$ cat config.mk
export PLATFORM = sky130hd
export DESIGN_NAME = puf_challenge_driver
export DESIGN_NICKNAME = d
export VERILOG_FILES = /design/src/rtl/puf_challenge_driver.sv
export SDC_FILE = /design/constraint.sdc
export NUM_CORES = 1
export LEC_CHECK = 0
export ABC_CLOCK_PERIOD_IN_PS = 3300
export CAP_MARGIN = 5
export CORE_MARGIN = 2
export CORE_UTILIZATION = 50
export CTS_CLUSTER_DIAMETER = 40
export CTS_CLUSTER_SIZE = 25
export DETAILED_ROUTE_END_ITERATION = 7
export PLACE_DENSITY_LB_ADDON = 0.3
export SLEW_MARGIN = 20
export SYNTH_ARGS = -nofsm -noshare
export SYNTH_HDL_FRONTEND = slang
export SYNTH_SLANG_ARGS = --single-unit
export TNS_END_PERCENT = 10
$ cat constraint.sdc
create_clock -name clk -period 3.3 [get_ports clk]
set_input_delay 0.66 -clock clk [delete_from_list [all_inputs] [get_ports clk]]
set_output_delay 0.66 -clock clk [all_outputs]
set_load 0.02 [all_outputs]
$ cat src/rtl/puf_challenge_driver.sv
// Arbiter-PUF sequencer: LFSR challenge, arbiter reset/launch timing, synchronised sampling, response packing. Optional PUF_MAJORITY_VOTE_EN.
// Latency: start accepted -> resp_valid after RESP_BITS*(SETUP_CYC+SETTLE_CYC+1) cycles (times VOTE_N with voting).
// Backpressure: resp/resp_valid held in DONE until resp_ready; start ignored whenever busy.
module puf_challenge_driver #(
  parameter int CHAL_W     = 16,
  parameter int RESP_BITS  = 8,
  parameter int SETUP_CYC  = 4,
  parameter int SETTLE_CYC = 8,
  parameter int VOTE_N     = 5
) (
  input  logic                 clk,
  input  logic                 reset,
  input  logic                 start,
  input  logic [CHAL_W-1:0]    seed,
  output logic [CHAL_W-1:0]    Challenge,
  output logic                 In,
  output logic                 arb_reset,
  input  logic                 puf_out,
  output logic [RESP_BITS-1:0] resp,
  output logic                 resp_valid,
  input  logic                 resp_ready,
  output logic                 busy
);

  localparam int PH_MAX = (SETUP_CYC > SETTLE_CYC) ? SETUP_CYC : SETTLE_CYC;
  localparam int PH_W   = $clog2(PH_MAX);
  localparam int BIT_W  = $clog2(RESP_BITS);
  localparam logic [PH_W-1:0]   SETUP_LAST  = PH_W'(SETUP_CYC - 1);
  localparam logic [PH_W-1:0]   SETTLE_LAST = PH_W'(SETTLE_CYC - 1);
  localparam logic [BIT_W-1:0]  BIT_LAST    = BIT_W'(RESP_BITS - 1);
  localparam logic [CHAL_W-1:0] ZERO_SUB    = CHAL_W'(16'hACE1);

  typedef enum logic [2:0] {IDLE, LOAD, FIRE, SAMPLE, DONE} state_t;

  state_t                 state_q, state_d;
  logic [CHAL_W-1:0]      lfsr_q, lfsr_d;
  logic [CHAL_W-1:0]      chal_q, chal_d;
  logic [BIT_W-1:0]       bit_cnt_q, bit_cnt_d;
  logic [PH_W-1:0]        ph_cnt_q, ph_cnt_d;
  logic [RESP_BITS-1:0]   resp_sr_q, resp_sr_d;
  logic [RESP_BITS-1:0]   resp_q, resp_d;
  logic                   in_q, in_d;
  logic                   arb_q, arb_d;
  logic                   vld_q, vld_d;
  logic                   puf_m_q, puf_s_q;
  logic                   eval_last;
  logic                   new_bit;

`ifdef PUF_MAJORITY_VOTE_EN
  localparam int VOTE_W = $clog2(VOTE_N + 1);
  localparam logic [VOTE_W-1:0] VOTE_LAST = VOTE_W'(VOTE_N - 1);
  localparam logic [VOTE_W-1:0] VOTE_HALF = VOTE_W'(VOTE_N / 2);
  logic [VOTE_W-1:0] vote_cnt_q, vote_cnt_d;
  logic [VOTE_W-1:0] ones_cnt_q, ones_cnt_d;
  logic [VOTE_W-1:0] ones_sum;
`endif

  // Fixed 16-bit Fibonacci tap set matching the arbiter chain width.
  function automatic logic [CHAL_W-1:0] lfsr_next(input logic [CHAL_W-1:0] v);
    return {v[CHAL_W-2:0], v[15] ^ v[13] ^ v[12] ^ v[10]};
  endfunction

  assign Challenge  = chal_q;
  assign In         = in_q;
  assign arb_reset  = arb_q;
  assign resp       = resp_q;
  assign resp_valid = vld_q;
  assign busy       = (state_q != IDLE);

  // Two-flop synchroniser for the asynchronous arbiter output.
  always_ff @(posedge clk or negedge reset) begin
    if (!reset) begin
      puf_m_q <= 1'b0;
      puf_s_q <= 1'b0;
    end else begin
      puf_m_q <= puf_out;
      puf_s_q <= puf_m_q;
    end
  end

  // State, datapath and registered output flops.
  always_ff @(posedge clk or negedge reset) begin
    if (!reset) begin
      state_q   <= IDLE;
      lfsr_q    <= '0;
      chal_q    <= '0;
      bit_cnt_q <= '0;
      ph_cnt_q  <= '0;
      resp_sr_q <= '0;
      resp_q    <= '0;
      in_q      <= 1'b0;
      arb_q     <= 1'b1;
      vld_q     <= 1'b0;
`ifdef PUF_MAJORITY_VOTE_EN
      vote_cnt_q <= '0;
      ones_cnt_q <= '0;
`endif
    end else begin
      state_q   <= state_d;
      lfsr_q    <= lfsr_d;
      chal_q    <= chal_d;
      bit_cnt_q <= bit_cnt_d;
      ph_cnt_q  <= ph_cnt_d;
      resp_sr_q <= resp_sr_d;
      resp_q    <= resp_d;
      in_q      <= in_d;
      arb_q     <= arb_d;
      vld_q     <= vld_d;
`ifdef PUF_MAJORITY_VOTE_EN
      vote_cnt_q <= vote_cnt_d;
      ones_cnt_q <= ones_cnt_d;
`endif
    end
  end

  // Next-state sequencing; outputs are decoded from the next state so they are registered.
  always_comb begin
    state_d   = state_q;
    lfsr_d    = lfsr_q;
    bit_cnt_d = bit_cnt_q;
    ph_cnt_d  = ph_cnt_q;
    resp_sr_d = resp_sr_q;
    eval_last = 1'b0;
    new_bit   = 1'b0;
`ifdef PUF_MAJORITY_VOTE_EN
    vote_cnt_d = vote_cnt_q;
    ones_cnt_d = ones_cnt_q;
    ones_sum   = ones_cnt_q + VOTE_W'(puf_s_q);
`endif
    case (state_q)
      IDLE: begin
        if (start) begin
          lfsr_d    = (seed == '0) ? ZERO_SUB : seed;
          bit_cnt_d = '0;
          ph_cnt_d  = '0;
`ifdef PUF_MAJORITY_VOTE_EN
          vote_cnt_d = '0;
          ones_cnt_d = '0;
`endif
          state_d   = LOAD;
        end
      end
      LOAD: begin
        if (ph_cnt_q == SETUP_LAST) begin
          ph_cnt_d = '0;
          state_d  = FIRE;
        end else begin
          ph_cnt_d = ph_cnt_q + 1'b1;
        end
      end
      FIRE: begin
        if (ph_cnt_q == SETTLE_LAST) begin
          ph_cnt_d = '0;
          state_d  = SAMPLE;
        end else begin
          ph_cnt_d = ph_cnt_q + 1'b1;
        end
      end
      SAMPLE: begin
`ifdef PUF_MAJORITY_VOTE_EN
        if (vote_cnt_q == VOTE_LAST) begin
          vote_cnt_d = '0;
          ones_cnt_d = '0;
          eval_last  = 1'b1;
          new_bit    = (ones_sum > VOTE_HALF);
        end else begin
          vote_cnt_d = vote_cnt_q + 1'b1;
          ones_cnt_d = ones_sum;
        end
`else
        eval_last = 1'b1;
        new_bit   = puf_s_q;
`endif
        state_d = LOAD;
        if (eval_last) begin
          resp_sr_d = {resp_sr_q[RESP_BITS-2:0], new_bit};
          lfsr_d    = lfsr_next(lfsr_q);
          if (bit_cnt_q == BIT_LAST) begin
            state_d = DONE;
          end else begin
            bit_cnt_d = bit_cnt_q + 1'b1;
          end
        end
      end
      DONE: begin
        if (resp_ready) begin
          state_d = IDLE;
        end
      end
      default: state_d = IDLE;
    endcase

    // Challenge only moves on LOAD entry, so it is never disturbed while In is high.
    chal_d = ((state_d == LOAD) && (state_q != LOAD)) ? lfsr_d : chal_q;
    resp_d = ((state_d == DONE) && (state_q != DONE)) ? resp_sr_d : resp_q;
    in_d   = (state_d == FIRE);
    arb_d  = (state_d != FIRE);
    vld_d  = (state_d == DONE);
  end

endmodule

==> impl_metrics.env <==
export IMPL_ys_top_cells_by_count="dfrtp_1 (60), mux2_2 (22), nand2_1 (17), nor2_1 (15), a31oi_1 (12)"
export IMPL_drt_initial_drc_count=144
export IMPL_dpl_cell_area_mm2=0.00316
export IMPL_tritoncts="done"
export IMPL_power_leakage_nw=1.52
export IMPL_diodes=0
export IMPL_die_h_um=76.5
export IMPL_cp_end_kind="output pin"
export IMPL_synth_top_area_cell="dfrtp_1"
export IMPL_maxSlewHeadroom_pct=60.5
export IMPL_fin_crit_sh_pct=76.7
export IMPL_synth_top_area_share_pct=57.1
export IMPL_synth_main_ff_cell="dfrtp_1"
export IMPL_yosysSeqAreaShare_pct=58.1
export IMPL_synth_seq_cells=61
export IMPL_dpl_hpwl_mm=3.60
export IMPL_hold_viol_final=0
export IMPL_rsz0062_at_grt="false"
export IMPL_synth_nets=245
export IMPL_cts_sinks=61
export IMPL_whs_ns=0.318
export IMPL_maxSlewViolCount=0
export IMPL_final_setup_skew_ns=0.00750
export IMPL_post_cts_buffers=0
export IMPL_final_cells=345
export IMPL_portBuffers=48
export IMPL_coreArea_mm2=0.00507
export IMPL_utilization_pct=65.8
export IMPL_std_cell_rows=26
export IMPL_grt_total_usage_pct=19.3
export IMPL_layout_drive_gt1_share_pct=18.2
export IMPL_avgSynthCellArea_um2=12.1
export IMPL_clkLatencyLatePin_ns=0.34
export IMPL_placed_cells=329
export IMPL_arrival_ns=1.87
export IMPL_synth_cells=218
export IMPL_hold_buffers=0
export IMPL_clk_pin_slew_ns=0.07
export IMPL_fp_dieW_um=76.5
export IMPL_pre_cts_ws_ns=0.684
export IMPL_area_delta_synth_final_pct=27.1
export IMPL_outcome="completed"
export IMPL_globalplace_congestion=0.853
export IMPL_crit_fanout=13
export IMPL_tns_ns=0
export IMPL_grt_max_degree=50
export IMPL_wl_per_cell_um=15.1
export IMPL_pin_count=49
export IMPL_ir_drop_mv=0.464
export IMPL_worstHoldPathType="primary input to asynchronous set/reset pin"
export IMPL_fin_ws_ns=0.768
export IMPL_root_buffer="clkbuf_8"
export IMPL_worstSetupPathType="flop to output pin"
export IMPL_synth_cell_types=38
export IMPL_yosys_warnings=0
export IMPL_cp_start_kind="flop"
export IMPL_clockBufferDepth=2
export IMPL_grt_pass1_vias=1788
export IMPL_syn_area_mm2=0.00263
export IMPL_cts_resized=0
export IMPL_overflow=0
export IMPL_cts_buffers=9
export IMPL_h_tree_depth=3
export IMPL_tightest_slew_ns=0.592
export IMPL_async_reset_ff_share_pct=100
export IMPL_powerDensity_mw_per_mm2=869
export IMPL_vias=1891
export IMPL_grt_pass1_wl_mm=8.71
export IMPL_final_area_mm2=0.00334
export IMPL_drc_errors=0
export IMPL_die_area_mm2=0.00585
export IMPL_detail_route_antenna_nets=0
export IMPL_cp_required_ns=2.64
export IMPL_fin_nets=297
export IMPL_synth_edf_count=0
export IMPL_viasPerCell=5.48
export IMPL_power_total_mw=2.90
export IMPL_setup_viol_count_final=0
export IMPL_firstDrtPassIters=4
export IMPL_fin_crit_ns=2.53
export IMPL_timing_fmax_mhz=395
export IMPL_initial_utilization_pct=51.8
export IMPL_cap_viol_max_count=0
export IMPL_synth_area_leaders="dfrtp_1 (57%), mux2_2 (9.4%), a31oi_1 (2.9%), ha_1 (2.9%), a22o_1 (2.7%)"
export IMPL_yosysMostFrequentCell="dfrtp_1"
export IMPL_antenna_found_initial=0
export IMPL_wl_mm=5.20
worst paths after layout:
| check | startpoint | to | slack, ns | cells after the start |
|---|---|---|---|---|
| min reg2reg | puf_m_q | puf_s_q | 0.35 | 0 |
| min in group clk | puf_m_q | puf_s_q | 0.35 | 0 |
| max reg2reg | bit_cnt_q[0] | Challenge[13] | 1.26 | 7 |
| min | reset | resp[2] | 0.32 | 1 |
| max | state_q[2] | busy | 0.77 | 3 |
| max in group asynchronous | reset | Challenge[10] | 2.42 | 2 |
sequential cells by signal (all words and copies together), names as in the netlist, 3 cells and up:
name,count
state_q,3
resp_sr_q,7
resp,8
Challenge,16
ph_cnt_q,3
lfsr_q,16
bit_cnt_q,3
cell usage in the layout (no fill, tap or decap), drive strengths merged, types with 3 or more instances in the layout:
cell,synthesis,final
a21o,8,8
nor4,4,4
or2,3,3
nor2,16,16
clkdlybuf4s50,0,47
a22o,8,8
ha,6,6
a22oi,9,9
a21oi,6,6
clkinvlp,0,4
nand2,18,18
dfrtp,60,60
mux2,22,22
o31ai,3,3
nand3,7,7
inv,4,4
a31oi,12,12
clkinv,0,3
buf,10,6
clkbuf,2,9
critical path, cell delays in order, from the launching register on:
cell and delay [ns]:
dfrtp_1 0.61, inv_1 0.21, nand2_1 0.11, clkdlybuf4s50_1 0.60
report_power, final:
group          switching (mW)  internal, mW
combinational           0.555         0.557
sequential              0.188          1.02
clock                   0.308         0.272
total                    1.05          1.85
cell families (layout without fill, tap and decap cells):
group                    Yosys count  after routing  synth area share, %
adder cells (fa/ha/maj)            6              6                 2.86
AND/OR/NAND/NOR                   58             58                 11.6
buffers and inverters             16             73                 3.10
AO/OA/AOI/OAI                     52             52                 13.9
XOR/XNOR                           3              3                 1.00
flip-flops                        61             61                 58.1
multiplexers                      22             22                 9.43
cell type report:
class,instances,area [µm²]
Clock inverter,7,52.6
Sequential cell,61,1530
Clock buffer,9,124
Tap cell,70,87.6
Fill cell,404,1730
Timing Repair Buffer,53,515
Inverter,4,15.0
Multi-Input combinational cell,141,1020
per-layer routing:
metal  vias to the layer above  wire length [µm]  GRT usage (%)
li1                        901                 -              -
met1                       913              2460           27.4
met2                        68              2290           26.1
met3                         9               342           8.65
met4                         0               102           7.09
met5                         -                 0              0
(Power assumes the default switching activity.)
==> edit 1, RTL diff (same flow settings) <==
The parameter `SETTLE_CYC` goes from 8 to 4.
--- a/src/rtl/puf_challenge_driver.sv
+++ b/src/rtl/puf_challenge_driver.sv
@@ -6,5 +6,5 @@
   parameter int RESP_BITS  = 8,
   parameter int SETUP_CYC  = 4,
-  parameter int SETTLE_CYC = 8,
+  parameter int SETTLE_CYC = 4,
   parameter int VOTE_N     = 5
 ) (
Formal check against the unedited RTL: not equivalent (Yosys sat finds a counterexample within 10 cycles, from zero or initial values and one cycle with reset low).
==> edit 1 against the unedited design <==
  * Design area decreased by 3.6%
  * Synthesized cell count shrank 6.0%
  * Total power rose by 3.9%
  * Routed wire length shrank 4.2%
  * Area after synthesis down 3.2%
  * Sequential cell count decreased by 1
  * Global-route usage increased by 0.57 points
  * Die area down 3.0%
  * Setup slack better by 12 ps
  * First-iteration DRC count grew 21%
==> edit 1: results (changes against the unedited design) <==
Synthesis:
- Leading post-synthesis cells by instance count: sky130_fd_sc_hd__dfrtp_1 (59), sky130_fd_sc_hd__mux2_2 (22), sky130_fd_sc_hd__nand2_1 (16) (was sky130_fd_sc_hd__dfrtp_1 (60), sky130_fd_sc_hd__mux2_2 (22), sky130_fd_sc_hd__nand2_1 (17)).
- The distinct cell type count after synthesis is 37 (was 38).
- The net count after synthesis is 229 (was 245).
- The portion of the post-synthesis area used by sequential elements is 59.1% (was 58.1%).
- Top area cells in the synthesized netlist: sky130_fd_sc_hd__dfrtp_1 (58%), sky130_fd_sc_hd__mux2_2 (9.7%), sky130_fd_sc_hd__a22o_1 (3.4%) (was sky130_fd_sc_hd__dfrtp_1 (57%), sky130_fd_sc_hd__mux2_2 (9.4%), sky130_fd_sc_hd__a31oi_1 (2.9%)).
- The mean post-synth cell area is 12.4 µm² (was 12.1 µm²).
- The count of yosys warnings during synthesis came to 0 (unchanged).

STA:
- The slew at the pin closest to its max-slew limit is 589 ps (was 592 ps).
- The minimum setup slack in the final design came to 780 ps (was 768 ps).
- The post-route clock skew came to 6.03 ps (was 7.50 ps).

Placement:
- The weighted congestion reported at the end of routability-driven placement is 0.858 (was 0.853).
- The minimum setup slack after placement is 694 ps (was 684 ps).
- The placed cell count came to 312 (was 329).
- The HPWL after detailed placement is 3.50 mm (was 3.60 mm).
- The count of buffers inserted at the top-level ports was 48 (unchanged).

Clocking:
- The maximum level of the CTS H-tree is 3 (unchanged).
- The total of cells resized after clock tree synthesis came to 0 (unchanged).
- The post-CTS repair timing setup buffer count was 0 (unchanged).
- The clock insertion delay at the later pin of the skew report is 340 ps (about the same).
- Clock-pin slew was measured on the worst setup and hold paths at 60 ps.

Power and ir drop:
- The leakage component of the power came to 1.49 nW (was 1.52 nW).
- The worst ir drop on vdd is 528 µV (was 464 µV).

Finish:
- The number of nets at the end of the flow is 280 (was 297).
- The count of non-filler cells in the finished layout is 327 (was 345).
- The fraction of layout cells with a size suffix above 1 was 17.3% (was 18.2%).

Detailed routing:
- The routed length per placed instance was 15.2 µm (was 15.1 µm).
- The detail-routed via count per cell was 5.45 (was 5.48).
- The violation count after the first detailed-routing iteration came to 174 (was 144).
- The number of iterations in the first detailed-routing pass is 4 (unchanged).

GRT:
- The maximum number of pins on one net before global-route repair is 24 (was 50).
- The global-route wire length before repair is 8.16 mm (was 8.71 mm).
- The initial antenna violation count is 0 (unchanged).
- The number of global-route vias before repair came to 1,743 (was 1,788).
- The total track usage is 19.9% (was 19.3%).

Hold path:
- The kind of path behind the tightest hold check was input port to asynchronous set/reset pin (unchanged).

Worst setup path:
- The peak fanout along the critical path is 13 (unchanged).
- The maximum cell stage delay along the critical path is 550 ps (was 610 ps).
- The cell with the largest stage delay on the worst path is sky130_fd_sc_hd__clkdlybuf4s50_1 (was sky130_fd_sc_hd__dfrtp_1).
- The kind of cell with the highest combined delay on the critical path was buffers and inverters (unchanged).
- The register-to-register setup slack is 1060 ps (was 1260 ps).
- The required time of the worst setup path is 2640 ps (about the same).

Run status:
- Run status: completed (unchanged).
edit 1: layer usage:
| layer | vias to the layer above | GRT usage (%) | wire (µm) |
|---|---|---|---|
| met2 | 59 | 28.5 | 2270 |
| li1 | 846 | - | - |
| met4 | 0 | 11.7 | 129 |
| met3 | 12 | 4.50 | 270 |
| met5 | - | 0 | 0 |
| met1 | 866 | 27.9 | 2300 |
edit 1: final cells by class:
cell class / instances / area [µm²]
Clock buffer: 13 / 159
Clock inverter: 2 / 10.0
Fill cell: 395 / 1600
Inverter: 2 / 7.51
Multi-Input combinational cell: 130 / 946
Sequential cell: 60 / 1500
Tap cell: 67 / 83.8
Timing Repair Buffer: 53 / 513
edit 1: path summary, 6_finish.rpt:
check	from	end	cells after the start
worst min-delay path	reset	resp_sr_q[2]$_DFF_PN0_	1
worst min register to register	puf_m_q$_DFF_PN0_	puf_s_q$_DFF_PN0_	0
max in group asynchronous	reset	lfsr_q[7]$_DFF_PN0_	2
min in group clk	puf_m_q$_DFF_PN0_	puf_s_q$_DFF_PN0_	0
worst max register to register	bit_cnt_q[0]$_DFFE_PN0P_	Challenge[6]$_DFFE_PN0P_	7
worst max-delay path	state_q[2]$_DFF_PN0_	busy	2
edit 1: logic make-up after synthesis:
kind of cell    Yosys count  share of synthesized area (%)
flops                    60                           59.1
compound gates           44                           12.6
fa+ha+maj                 3                           1.48
buf+inv                  15                           3.74
mux                      23                           10.1
simple gates             57                           11.9
xor+xnor                  3                           1.03
edit 1: power breakdown:
part	total (mW)	switching (mW)	internal, mW
Clock	0.572	0.265	0.307
Combinational	1.23	0.622	0.613
Sequential	1.21	0.189	1.02
Total	3.02	1.08	1.94
edit 1: through the flow:
step	instance area [µm²]	hold WS, ps
after CTS	3220	295
after global placement	3050	333
after floorplan	2540	331
after global routing	3220	313
after detailed placement	3050	337
final	3220	283
==> edit 2, RTL diff (config.mk and constraints unchanged) <==
Without the edit above. Reset style: synchronous (`reset`), changed in 2 clocked blocks. Comments in the files are not updated.
--- a/src/rtl/puf_challenge_driver.sv
+++ b/src/rtl/puf_challenge_driver.sv
@@ -69,5 +69,5 @@
 
   // Two-flop synchroniser for the asynchronous arbiter output.
-  always_ff @(posedge clk or negedge reset) begin
+  always_ff @(posedge clk) begin
     if (!reset) begin
       puf_m_q <= 1'b0;
@@ -80,5 +80,5 @@
 
   // State, datapath and registered output flops.
-  always_ff @(posedge clk or negedge reset) begin
+  always_ff @(posedge clk) begin
     if (!reset) begin
       state_q   <= IDLE;
Formal check against the unedited RTL: differs if reset is asserted again (counterexample within 4 cycles, from zero or initial values and one cycle with reset low); with reset held inactive, the same outputs for 10 cycles.
==> edit 2 against the unedited design <==
  * Setup slack improved by 60 ps
  * Area after synthesis fell by 2.2%
  * Routed wire length rose by 8.9%
  * Worst hold slack improved by 110 ps
  * Sequential cell count unchanged
  * Core utilization down 1.3 points
  * Cell count increased by 17%
  * Design area shrank 2.6%
  * Register-to-register slack got worse by 200 ps
  * Critical path type unchanged
  * Largest cell class unchanged
  * Highest routed layer unchanged
Power is not compared: it rests on default switching activity, and its combinational part moved more than twofold at a synthesized area within 25%.
==> edit 2: results (changes against the unedited design) <==
Run status:
- Run status: completed (unchanged).

Finish:
- The area taken by flip-flops and latches is 1220 µm² (was 1530 µm²).
- The relative area of clock buffers and inverters in the final design was 5.54% (was 5.28%).
- The fraction of cell area in non-clock buffers is 15.9% (was 15.4%).
- The non-clock inverter count in the final layout is 7 (was 4).
- The sequential cell count was 61 (unchanged).
- The layout multi-input combinational cell count was 197 (was 141).
- The number of clock-tree buffers in the layout is 12 (was 9).
- The share of the final layout cell area in multi-input gates came to 37.5% (was 30.5%).
- The number of nets at the end of the flow is 356 (was 297).
- The fraction of layout cells with a size suffix above 1 is 9.94% (was 18.2%).
- The filler cell count in the final layout is 442 (was 404).

Synthesis:
- The mux contribution to synthesized area is 0% (was 9.43%).
- The share of synthesized flip-flops with an asynchronous set or reset is 0% (was 100%).
- Leading post-synthesis cells by instance count: sky130_fd_sc_hd__dfxtp_1 (61), sky130_fd_sc_hd__nand2_1 (43), sky130_fd_sc_hd__a21oi_1 (27) (was sky130_fd_sc_hd__dfrtp_1 (60), sky130_fd_sc_hd__mux2_2 (22), sky130_fd_sc_hd__nand2_1 (17)).
- The compound-gate portion of the synthesized area came to 24.3% (was 13.9%).
- The xor and xnor area share after synthesis is 1.02% (was 1.00%).
- The portion of the post-synthesis area used by sequential elements is 47.5% (was 58.1%).
- The share of synthesized cell area in full adder, half adder and majority cells came to 2.92% (was 2.86%).
- The net count after synthesis came to 312 (was 245).
- The distinct cell type count after synthesis came to 45 (was 38).

Placement:
- The HPWL after detailed placement is 3.93 mm (was 3.60 mm).
- The weighted congestion reported at the end of routability-driven placement came to 0.870 (was 0.853).

GRT:
- The maximum number of pins on one net before global-route repair came to 34 (was 50).
- The global-route wire length before repair came to 9.29 mm (was 8.71 mm).
- The number of global-route vias before repair was 1,988 (was 1,788).
- The total track usage is 21.9% (was 19.3%).

Worst setup path:
- The critical path arrival was 1810 ps (was 1870 ps).
- The maximum cell stage delay along the critical path came to 680 ps (was 610 ps).
- The cell with the largest stage delay on the worst path was sky130_fd_sc_hd__dfxtp_1 (was sky130_fd_sc_hd__dfrtp_1).

Detailed routing:
- The violation count after the first detailed-routing iteration was 125 (was 144).

Hold path:
- The kind of path behind the tightest hold check was flop to flop (was input port to asynchronous set/reset pin).

STA:
- The slew at the pin closest to its max-slew limit is 748 ps (was 592 ps).
## edit 2: changes by cell type after synthesis, moves of 7 or more
cell	unedited run	this run
sky130_fd_sc_hd__a21o_1	8	1
sky130_fd_sc_hd__a21oi_1	6	27
sky130_fd_sc_hd__a41oi_1	0	7
sky130_fd_sc_hd__clkbuf_1	2	10
sky130_fd_sc_hd__dfrtp_1	60	0
sky130_fd_sc_hd__dfxtp_1	0	61
sky130_fd_sc_hd__mux2_2	22	0
sky130_fd_sc_hd__nand2_1	17	43
sky130_fd_sc_hd__o21ai_0	2	12
## edit 2: final timing paths
| kind | startpoint | end | slack, ps | cells past startpoint |
|---|---|---|---|---|
| hold reg to reg | puf_m_q$_SDFF_PN0_ | puf_s_q$_SDFF_PN0_ | 430 | 1 |
| setup / recovery | state_q[1]$_SDFF_PN0_ | busy | 830 | 3 |
| setup reg to reg | state_q[0]$_SDFF_PN0_ | Challenge[14]$_SDFFE_PN0P_ | 1060 | 5 |
| hold / removal | puf_m_q$_SDFF_PN0_ | puf_s_q$_SDFF_PN0_ | 430 | 1 |
## edit 2: where the power goes
group / total, mW / switching (mW) / internal [mW]
logic: 0.216 / 0.113 / 0.103
clock network: 0.624 / 0.264 / 0.360
registers: 0.795 / 0.0241 / 0.771
## edit 2: metrics by stage
stage	hold WS (ps)	worst slack (ps)	cell area (µm²)	std cells	util, %
floorplan	412	1510	2570	285	-
global placement	417	779	3070	388	61.0
detailed placement	419	751	3070	388	61.0
CTS	434	806	3250	402	64.5
global route	462	695	3250	402	64.5
finish	432	829	3250	402	64.5
## edit 2: routing by layer
metal	track usage, %	wire (µm)	vias to the layer above
li1	-	-	1110
met1	29.3	2620	1005
met2	33.2	2680	56
met3	4.23	211	14
met4	12.1	144	0
met5	0	0	-
